===== src/rtl/fifo_ptr_pkg.sv =====
// Shared pointer helpers for the async FIFO read/write pointer handlers.
package fifo_ptr_pkg;

  localparam int unsigned DEFAULT_N = 5;
  localparam int unsigned FN_W      = 32;

  // Gray to binary on a zero-extended value; callers cast back to their width.
  function automatic logic [FN_W-1:0] gray2bin(input logic [FN_W-1:0] g);
    logic [FN_W-1:0] b;
    b = g;
    for (int unsigned i = 1; i < FN_W; i++) begin
      b = b ^ (g >> i);
    end
    return b;
  endfunction

  // Binary to Gray on a zero-extended value.
  function automatic logic [FN_W-1:0] bin2gray(input logic [FN_W-1:0] b);
    return b ^ (b >> 1);
  endfunction

  // Memory address from an n-bit Gray pointer: {g[n-1]^g[n-2], g[n-3:0]}.
  // Shared by both sides so read and write agree on entry placement.
  function automatic logic [FN_W-1:0] gray_addr(input logic [FN_W-1:0] g,
                                                input int unsigned     n);
    logic [FN_W-1:0] low;
    logic [FN_W-1:0] top;
    low = g & ((FN_W'(1) << (n - 2)) - FN_W'(1));
    top = ((g >> (n - 1)) ^ (g >> (n - 2))) & FN_W'(1);
    return low | (top << (n - 2));
  endfunction

endpackage


===== src/rtl/gray_to_bin.sv =====
// Combinational Gray-to-binary converter: b[i] = ^(g >> i).
module gray_to_bin
  import fifo_ptr_pkg::*;
#(
  parameter int unsigned n = DEFAULT_N
) (
  input  logic [n-1:0] g,
  output logic [n-1:0] b
);

  // Each binary bit is the parity of the Gray bits at and above it.
  for (genvar i = 0; i < int'(n); i++) begin : g_bit
    assign b[i] = ^(g >> i);
  end

endmodule


===== src/rtl/rptr_handler.sv =====
// Read-side pointer and status flags of the dual-clock FIFO (read clock domain).
module rptr_handler
  import fifo_ptr_pkg::*;
#(
  parameter int unsigned n         = DEFAULT_N,
  parameter int unsigned AE_THRESH = 2
) (
  input  logic         clk,
  input  logic         rreset,
  input  logic         rinc,
  input  logic         rclr_err,
  input  logic [n-1:0] rq2wptr,
  output logic [n-2:0] rdaddr,
  output logic [n-1:0] rptr,
  output logic         rempty,
  output logic         ralmost_empty,
  output logic [n-1:0] rlevel,
  output logic         runderflow
);

  localparam int unsigned AW = n - 1;

  logic [n-1:0]  rptr_q, rptr_d;
  logic [AW-1:0] rdaddr_q, rdaddr_d;
  logic          rempty_q, rempty_d;
  logic          ralmost_empty_q, ralmost_empty_d;
  logic [n-1:0]  rlevel_q, rlevel_d;
  logic          runderflow_q, runderflow_d;

  logic [n-1:0]  rbin;
  logic [n-1:0]  wbin;
  logic [n-1:0]  rbin_next;

  gray_to_bin #(.n(n)) u_rbin (.g(rptr_q),  .b(rbin));
  gray_to_bin #(.n(n)) u_wbin (.g(rq2wptr), .b(wbin));

  // Next pointer, address and flags; all flags derive from the post-read pointer.
  always_comb begin
    rbin_next       = rbin + n'(rinc & ~rempty_q);
    rptr_d          = rbin_next ^ (rbin_next >> 1);
    rdaddr_d        = AW'(gray_addr(FN_W'(rptr_d), n));
    rempty_d        = (rptr_d == rq2wptr);
    rlevel_d        = wbin - rbin_next;
    ralmost_empty_d = (rlevel_d <= n'(AE_THRESH));
    runderflow_d    = (runderflow_q & ~rclr_err) | (rinc & rempty_q);
  end

  // State registers; async reset leaves the FIFO reported as empty.
  always_ff @(posedge clk or posedge rreset) begin
    if (rreset) begin
      rptr_q          <= '0;
      rdaddr_q        <= '0;
      rempty_q        <= 1'b1;
      ralmost_empty_q <= 1'b1;
      rlevel_q        <= '0;
      runderflow_q    <= 1'b0;
    end else begin
      rptr_q          <= rptr_d;
      rdaddr_q        <= rdaddr_d;
      rempty_q        <= rempty_d;
      ralmost_empty_q <= ralmost_empty_d;
      rlevel_q        <= rlevel_d;
      runderflow_q    <= runderflow_d;
    end
  end

  assign rptr          = rptr_q;
  assign rdaddr        = rdaddr_q;
  assign rempty        = rempty_q;
  assign ralmost_empty = ralmost_empty_q;
  assign rlevel        = rlevel_q;
  assign runderflow    = runderflow_q;

endmodule


===== config.mk =====
export PLATFORM = sky130hd
export DESIGN_NAME = rptr_handler
export DESIGN_NICKNAME = d
export VERILOG_FILES = /design/src/rtl/fifo_ptr_pkg.sv /design/src/rtl/gray_to_bin.sv /design/src/rtl/rptr_handler.sv
export SDC_FILE = /design/constraint.sdc
export NUM_CORES = 1
export LEC_CHECK = 0
export BUFFER_PORTS_ARGS = -buffer_cell sky130_fd_sc_hd__buf_2
export CAP_MARGIN = 10
export CORE_UTILIZATION = 40
export DETAILED_ROUTE_END_ITERATION = 7
export GPL_TIMING_DRIVEN = 1
export PLACE_DENSITY = 0.66
export SKIP_LAST_GASP = 1
export SYNTH_ARGS = -nofsm -noshare
export SYNTH_HDL_FRONTEND = slang
export SYNTH_HIERARCHICAL = 1
export SYNTH_SLANG_ARGS = --single-unit

===== constraint.sdc =====
create_clock -name clk -period 3.6 [get_ports clk]
set_clock_uncertainty 0.2 [all_clocks]
set_input_delay 0.18 -clock clk [delete_from_list [all_inputs] [get_ports clk]]
set_output_delay 0.18 -clock clk [all_outputs]
set_load 0.02 [all_outputs]

==> results of run 1 <==
per-layer routing:
metal  track usage [%]  vias up  wire length, um
met5                 0        -                0
met4             7.870        0                8
met3             1.786        2               36
met2             22.89       17              773
met1             19.35      317              762
li1                  -      336                -
per-stage QoR:
stage / setup WS, ps / hold WS, ps
finish: 326.2 / 27.03
global route: 145.2 / 47.46
floorplan: 159.4 / -132.2
global placement: 390.1 / 31.50
detailed placement: 322.1 / 41.61
CTS: 300.1 / 23.38
sequential cells by signal (all words and copies together), names as in the netlist:
name	count
rempty	1
rlevel	5
ralmost_empty	1
rdaddr	1
runderflow	1
rptr	5
cells in the mapped netlist, drive strengths merged (2+ instances only):
cell type / number / share of area, %
dfstp: 2 / 5.5
buf: 5 / 3.9
ha: 5 / 6.6
xnor2: 11 / 11
o21ai: 4 / 2.1
nor2: 4 / 1.6
xnor3: 2 / 4.7
dfrtp: 12 / 31
nand3: 3 / 2.1
nand2: 4 / 1.6
inv: 7 / 2.8
nor2b: 3 / 2.0
xor2: 14 / 14
worst max-delay path: cells and delay by family (launching register included):
family | cells | cell delay (ps)
AND/OR/NAND/NOR | 1 | 370
flip-flops | 1 | 430
XOR/XNOR | 3 | 760
AO/OA/AOI/OAI | 3 | 600
adder cells (fa/ha/maj) | 3 | 820
worst min-delay path by stage:
| stage | cells past startpoint | start | slack, ps | endpoint |
|---|---|---|---|---|
| after floorplan | 1 | rreset | -130 | rdaddr[3] |
| after global placement | 2 | rreset | 30 | rlevel[0] |
| after detailed placement | 2 | rreset | 40 | rlevel[0] |
| after CTS | 4 | rq2wptr[1] | 20 | rempty |
| after global routing | 4 | rq2wptr[1] | 50 | rempty |
| final | 4 | rq2wptr[1] | 30 | rempty |
cell type report:
cell class	instances	share of cell area, %
Inverter	7	2.261
Tap cell	28	3.014
Sequential cell	14	30.36
Clock buffer	4	3.122
Timing Repair Buffer	31	15.29
Multi-Input combinational cell	61	45.96
what timing repair did:
| item | in CTS | in global routing |
|---|---|---|
| hold buffers | 3 | 0 |
| endpoints found under the hold margin | 13 | 0 |
| endpoints found under the setup margin | 0 | 0 |
cells by family after synthesis:
group	after synthesis
adders and majority gates	5
AOI/OAI and AO/OA	10
and+or+nand+nor	18
DFF	14
muxes	1
buffers and inverters	13
xor gates and xnor gates	27
==> run_results.csv, run 1 <==
group,metric,value,unit
cts,cts_root_buf,"clkbuf_4",
synth,synth-seq-cells,14,
floorplanning,die_y,50.86,um
cts,cts_sinks,14,
place,placed_area,1096,um^2
timing,hold_viol,0,
global_route,grt_pass1_vias,612,
timing,worst_pin_slew,564.2,ps
synth,syn_nets,102,
synth,synth_compound_area_share,7.995,%
critical_path,worstReg2RegStart,"rptr[2]",
place,port_buffers,25,
synth,synthAdderAreaFrac,6.553,%
flow_run,drv_cap,0,
synth,yosys.area_share.simple,10.35,%
route,drtAntennaViolNets,0,
cells_and_area,syn2layout_area_growth,21.76,%
cts,clk_latency,270,ps
cells_and_area,final_util,52.04,%
timing,setup_violations,0,
critical_path,timing.rr.end,"ralmost_empty",
cts,ctsResizeCount,0,
floorplanning,start_util,42.75,%
timing,slew_viol_final,0,
synth,synth_seq_area_share,36.96,%
synth,netlist_instances,88,
floorplanning,rows,17,
critical_path,cp_common_cell,"ha_1",
cells_and_area,nNetsFinal,132,
critical_path,end_kind,"flop",
synth,synth_ff_type,"dfrtp_1",
floorplanning,die_w,50.86,um
route,dr.pass1.iters,4,
synth,syn_area,954.7,um^2
cells_and_area,fin_cells,145,
cells_and_area,drive_gt1_share,35.04,%
critical_path,timing.critical_path.slowest_cell_delay,430,ps
route,viasPerCell,4.634,
critical_path,crit_type,"flop to flop",
cts,cts_tree,"built",
synth,synth_area_per_cell,10.85,um^2
route,wl,1.580,mm
place,dp_cells,138,
critical_path,crit_slowest_cell,"dfrtp_1",
timing,setup_tns,0,ps
cells_and_area,design_area,1162,um^2
critical_path,required,3570,ps
global_route,globalRoute.totalOverflow,0,
run_status,status,"completed",
critical_path,worstSetupEndpoint,"ralmost_empty",
timing,slew_headroom,62.20,%
cells_and_area,n_fill_cell,224,
cells_and_area,layout_commonest_cell,"buf_2",
critical_path,critPathLaunch,"rptr[2]",
timing,rsz0062_at_grt,"false",
floorplanning,io_pins,26,
critical_path,cp-start-kind,"flop",
route,vias,672,
place,dp_hpwl,1.300,mm
cells_and_area,n_antenna_cell,0,
synth,synth_mux_area_share,1.048,%
critical_path,ff2ff_path_depth,10,
global_route,grt_max_degree,15,
synth,synth_edf_count,0,
synth,synth_xor_area_share,30.01,%
floorplanning,die_area,2586,um^2
cts,cts_buffer_depth,2,
cts,cts_buffers,3,
cts,htree_num_levels,1,
cells_and_area,mostFrequentLayoutCells,"buf_2 (25), xor2_1 (12), dfrtp_1 (12)",
critical_path,cp.arrival,3250,ps
route,wl_per_cell,10.90,um
cells_and_area,multi_input_area,534.3,um^2
cts,cts_setup_buffers,0,
global_route,grt_pass1_wl,2.746,mm
timing,min_period_over_period,90.94,%
synth,synth_top_family_by_area,"XOR/XNOR gates",
floorplanning,core,2233,um^2
synth,synth_warnings,6,
global_route,grt_use_total,14.51,%
critical_path,cp_max_fo,6,
route,drc,0,
route,drt_iter0_drc,8,
critical_path,worstPathCellList,"xnor2_1, xnor3_1, ha_1, ha_1, xnor2_1, ha_1, o22ai_2, a21boi_1, or3_4, a2111oi_2",
synth,async_flop_share,100.0,%
place,gp_congestion,0.8169,
critical_path,r2r_slack,330,ps
cells_and_area,final-seq-area,352.8,um^2
timing,fin_crit,3274,ps
timing,fmax,305.5,MHz
global_route,antenna_found_initial,0,
synth,synthDistinctLibCells,29,
min_path,hp-class,"primary input to flop",
cts,clk_pin_slew,80,ps
Power of run 1 is not shown: default switching activity piles up to over one toggle a cycle in this logic, so the estimate is an artifact.
==> inputs of run 2 (changes only) <==
- CELL_PAD_IN_SITES_DETAIL_PLACEMENT: unset -> 0
- CELL_PAD_IN_SITES_GLOBAL_PLACEMENT: unset -> 2
- CORE_UTILIZATION: 40 -> 28
- PLACE_DENSITY: 0.66 -> unset
- PLACE_DENSITY_LB_ADDON: unset -> 0.1
==> run 2 against run 1 <==
Net effect: non-clock buffer count is 2 higher; utilization is 14 points lower; via count is 1.6% lower; critical endpoint unchanged; maximum frequency is 1.7% higher; sequential share of layout area is 0.95 points lower; highest routed layer unchanged.
==> run_results.csv, run 2 (same netlist as run 1, synthesis figures left out) <==
group,metric,value,unit
global_route,grt_pass1_wl,3.077,mm
global_route,grt_max_degree,15,
timing,hold_viol,0,
floorplanning,die_y,60.39,um
cells_and_area,mostFrequentLayoutCells,"buf_2 (25), xor2_1 (12), dfrtp_1 (12)",
route,drt_iter0_drc,12,
critical_path,cp.arrival,3200,ps
timing,min_period_over_period,89.45,%
critical_path,crit_family,"adder cells",
global_route,antenna_found_initial,0,
place,gp_congestion,0.7530,
timing,slew_viol_final,0,
cts,clk_pin_slew,90,ps
route,viasPerCell,4.055,
timing,setup_violations,0,
route,vias,661,
route,drtAntennaViolNets,0,
critical_path,crit_buf_inv,0,
route,dr.pass1.iters,4,
cts,htree_num_levels,1,
cells_and_area,syn2layout_area_growth,25.69,%
cts,cts_buffer_depth,2,
cts,ctsResizeCount,0,
timing,slew_headroom,58.95,%
cells_and_area,layout_commonest_cell,"buf_2",
timing,rsz0062_at_grt,"false",
timing,fin_crit,3220,ps
critical_path,worstPathCellList,"xor2_2, xnor3_1, ha_1, ha_1, xnor2_1, ha_1, o22ai_2, a21boi_1, or3_4, a2111oi_2",
floorplanning,die_area,3647,um^2
cts,cts_setup_buffers,0,
timing,worst_pin_slew,612.7,ps
critical_path,end_kind,"flop",
critical_path,cp-start-kind,"flop",
run_status,status,"completed",
floorplanning,die_w,60.39,um
cells_and_area,final_util,38.06,%
cts,cts_buffers,3,
cells_and_area,n_fill_cell,343,
cts,cts_tree,"built",
global_route,grt_pass1_vias,651,
flow_run,drv_cap,0,
floorplanning,rows,20,
route,wl_per_cell,11.24,um
critical_path,crit_slowest_cell,"dfrtp_1",
cells_and_area,nNetsFinal,134,
place,port_buffers,25,
critical_path,required,3580,ps
timing,setup_tns,0,ps
cells_and_area,drive_gt1_share,35.29,%
global_route,grt_use_total,12.01,%
timing,fmax,310.6,MHz
critical_path,cp_common_cell,"ha_1",
cts,hold_buffers,4,
cells_and_area,n_antenna_cell,0,
floorplanning,start_util,30.28,%
min_path,hp-class,"primary input to flop",
global_route,globalRoute.totalOverflow,0,
route,drc,0,
floorplanning,io_pins,26,
critical_path,crit_type,"flop to flop",
cts,clk_latency,280,ps
floorplanning,core,3153,um^2
cts,cts_root_buf,"clkbuf_4",
route,wl,1.832,mm
critical_path,timing.critical_path.slowest_cell_delay,460,ps
cts,cts_sinks,14,
critical_path,cp_max_fo,6,
place,dp_hpwl,1.479,mm
run 2: worst reg2reg max path: cells and delay by family (launching register included):
family | cells | cell delay, ps
adders and majority gates | 3 | 750
xor gates and xnor gates | 3 | 720
AOI/OAI and AO/OA | 3 | 610
DFF | 1 | 460
and+or+nand+nor | 1 | 370
run 2: per-layer routing:
metal  up-vias  global-route usage [%]  routed length, um
li1        340                       -                  -
met1       296                   16.56                917
met2        21                   17.27                784
met3         4                   1.279                 79
met4         0                   8.970                 51
met5         -                       0                  0
run 2: layout make-up:
class | instances | area [um^2] | area share, %
well taps | 44 | 55.05 | 4.588
flip-flops and latches | 14 | 352.8 | 29.41
repair buffers | 33 | 195.2 | 16.27
inverters | 7 | 26.28 | 2.190
clock buffers | 4 | 36.28 | 3.024
multi-input cells | 61 | 534.3 | 44.53
run 2: final timing paths:
path / startpoint / to / slack, ps / cells past startpoint
setup reg to reg: rptr[4] / ralmost_empty / 380 / 10
setup / recovery: rptr[4] / ralmost_empty / 380 / 10
max in group asynchronous: rreset / ralmost_empty / 2550 / 3
hold / removal: rq2wptr[0] / rempty / 20 / 4
hold reg to reg: rptr[4] / rempty / 500 / 3
min in group asynchronous: rreset / rptr[0] / 280 / 3
run 2: stage by stage:
step / setup WS [ps] / std cells / cell area [um^2] / hold slack (ps)
floorplan: 159.4 / 88 / 954.7 / -132.2
global placement: 439.6 / 155 / 1124 / 41.95
detailed placement: 397.1 / 155 / 1124 / 51.26
CTS: 357.7 / 163 / 1200 / 8.927
global route: 160.2 / 163 / 1200 / 37.04
finish: 380.0 / 163 / 1200 / 23.84
Power of run 2 is left out for the same reason.
==> inputs of run 3 (changes only) <==
==> constraint.sdc (replaced) <==
create_clock -name clk -period 3.6 [get_ports clk]
set_clock_uncertainty 0.2 [all_clocks]
set_input_delay 0.36 -clock clk [delete_from_list [all_inputs] [get_ports clk]]
set_output_delay 0.36 -clock clk [all_outputs]
set_load 0.02 [all_outputs]
==> run 3 against run 2 <==
Net effect: final cell count down 1.8%; via count fell by 1.7%; count of clock-buffer cells in the layout unchanged; flip-flop and latch count stayed put; die area is the same; first-iteration DRC count is the same; sequential share of layout area is 0.75 points higher; non-clock buffer count shrank 3; critical path depth did not move; utilization fell by 0.95 points; hold slack improved by 34 ps; critical endpoint unchanged.
==> run_results.csv, run 3 (same netlist as run 1, synthesis figures left out) <==
group,metric,value,unit
cts,clk_latency,280,ps
cells_and_area,n_antenna_cell,0,
critical_path,worstPathCellList,"xor2_2, xnor3_1, ha_1, ha_1, xnor2_1, ha_1, o22ai_2, a21boi_1, or3_4, a2111oi_2",
route,vias,650,
min_path,hp-start,"rclr_err",
timing,worst_pin_slew,618.4,ps
critical_path,cp.arrival,3200,ps
floorplanning,start_util,30.28,%
timing,min_period_over_period,89.50,%
cells_and_area,nNetsFinal,131,
route,drc,0,
cts,cts_setup_buffers,0,
cells_and_area,drive_gt1_share,36.21,%
cts,cts_buffer_depth,2,
timing,timing.final.ws_setup,378.1,ps
run_status,status,"completed",
route,drtAntennaViolNets,0,
critical_path,required,3580,ps
critical_path,crit_type,"flop to flop",
critical_path,end_kind,"flop",
timing,fmax,310.4,MHz
critical_path,cp_max_fo,6,
timing,slew_headroom,58.57,%
critical_path,crit_buf_inv,0,
cts,cts_root_buf,"clkbuf_4",
place,gp_congestion,0.7530,
place,dp_hpwl,1.479,mm
cts,ctsResizeCount,0,
min_path,hp-class,"primary input to flop",
cells_and_area,layout_commonest_cell,"buf_2",
critical_path,critPathLaunch,"rptr[4]",
timing,setup_tns,0,ps
timing,rsz0062_at_grt,"false",
critical_path,r2r_slack,380,ps
global_route,grt_pass1_wl,3.063,mm
route,wl,1.814,mm
place,placed_area,1124,um^2
floorplanning,die_y,60.39,um
route,drt_iter0_drc,12,
floorplanning,rows,20,
global_route,grt_pass1_vias,642,
global_route,antenna_found_initial,0,
flow_run,drv_cap,0,
critical_path,cp_common_cell,"ha_1",
global_route,globalRoute.totalOverflow,0,
cells_and_area,syn2layout_area_growth,22.54,%
cts,htree_num_levels,1,
cts,cts_buffers,3,
timing,setup_violations,0,
floorplanning,core,3153,um^2
critical_path,worstReg2RegStart,"rptr[4]",
timing,fin_crit,3222,ps
timing,slew_viol_final,0,
global_route,grt_max_degree,15,
timing,hold_viol,0,
critical_path,cp-start-kind,"flop",
floorplanning,die_w,60.39,um
global_route,grt_use_total,11.96,%
cts,clk_pin_slew,90,ps
critical_path,timing.critical_path.slowest_cell_delay,470,ps
floorplanning,io_pins,26,
route,dr.pass1.iters,4,
cts,cts_sinks,14,
critical_path,crit_slowest_cell,"dfrtp_1",
cts,cts_tree,"built",
floorplanning,die_area,3647,um^2
cells_and_area,design_area,1170,um^2
place,port_buffers,25,
critical_path,crit_family,"adder cells",
cells_and_area,mostFrequentLayoutCells,"buf_2 (25), xor2_1 (12), dfrtp_1 (12)",
route,viasPerCell,4.063,
place,dp_slack,397.1,ps
route,wl_per_cell,11.34,um
[run 3: per-layer routing]
layer / part of all wire, % / vias up / GRT usage (%) / routed length (um)
li1: - / 334 / - / -
met1: 51 / 291 / 16.69 / 919
met2: 42 / 21 / 16.95 / 769
met3: 4.0 / 4 / 1.279 / 73
met4: 2.8 / 0 / 8.970 / 51
met5: 0 / - / 0 / 0
[run 3: per-stage QoR]
stage,util [%],hold slack [ps],cells
floorplan,-,47.79,88
global placement,35.63,221.9,155
detailed placement,35.63,231.3,155
CTS,37.10,53.78,160
global route,37.10,77.86,160
finish,37.10,57.87,160
[run 3: layout make-up]
class | count | area, um^2
Fill cell | 346 | 1983
Tap cell | 44 | 55.05
Multi-Input combinational cell | 61 | 534.3
Sequential cell | 14 | 352.8
Timing Repair Buffer | 30 | 165.2
Clock buffer | 4 | 36.28
Inverter | 7 | 26.28
[run 3: worst register-to-register path: cells and delay by family, from the launching register on]
| family | cells | cell delay [ps] |
|---|---|---|
| flops | 1 | 470 |
| xor+xnor | 3 | 720 |
| simple gates | 1 | 370 |
| compound gates | 3 | 610 |
| fa+ha+maj | 3 | 750 |
[run 3: worst paths after layout]
path                       cells past startpoint             to
max                                           10  ralmost_empty
min                                            2     runderflow
max reg2reg                                   10  ralmost_empty
min reg2reg                                    2     runderflow
max in group asynchronous                      3  ralmost_empty
min in group asynchronous                      3        rptr[0]
[run 3: timing repair]
| action | CTS | global route |
|---|---|---|
| endpoints found under the setup margin | 0 | 0 |
| hold buffers | 1 | 0 |
| hold endpoints to repair | 12 | 0 |
Power of run 3 is left out for the same reason.
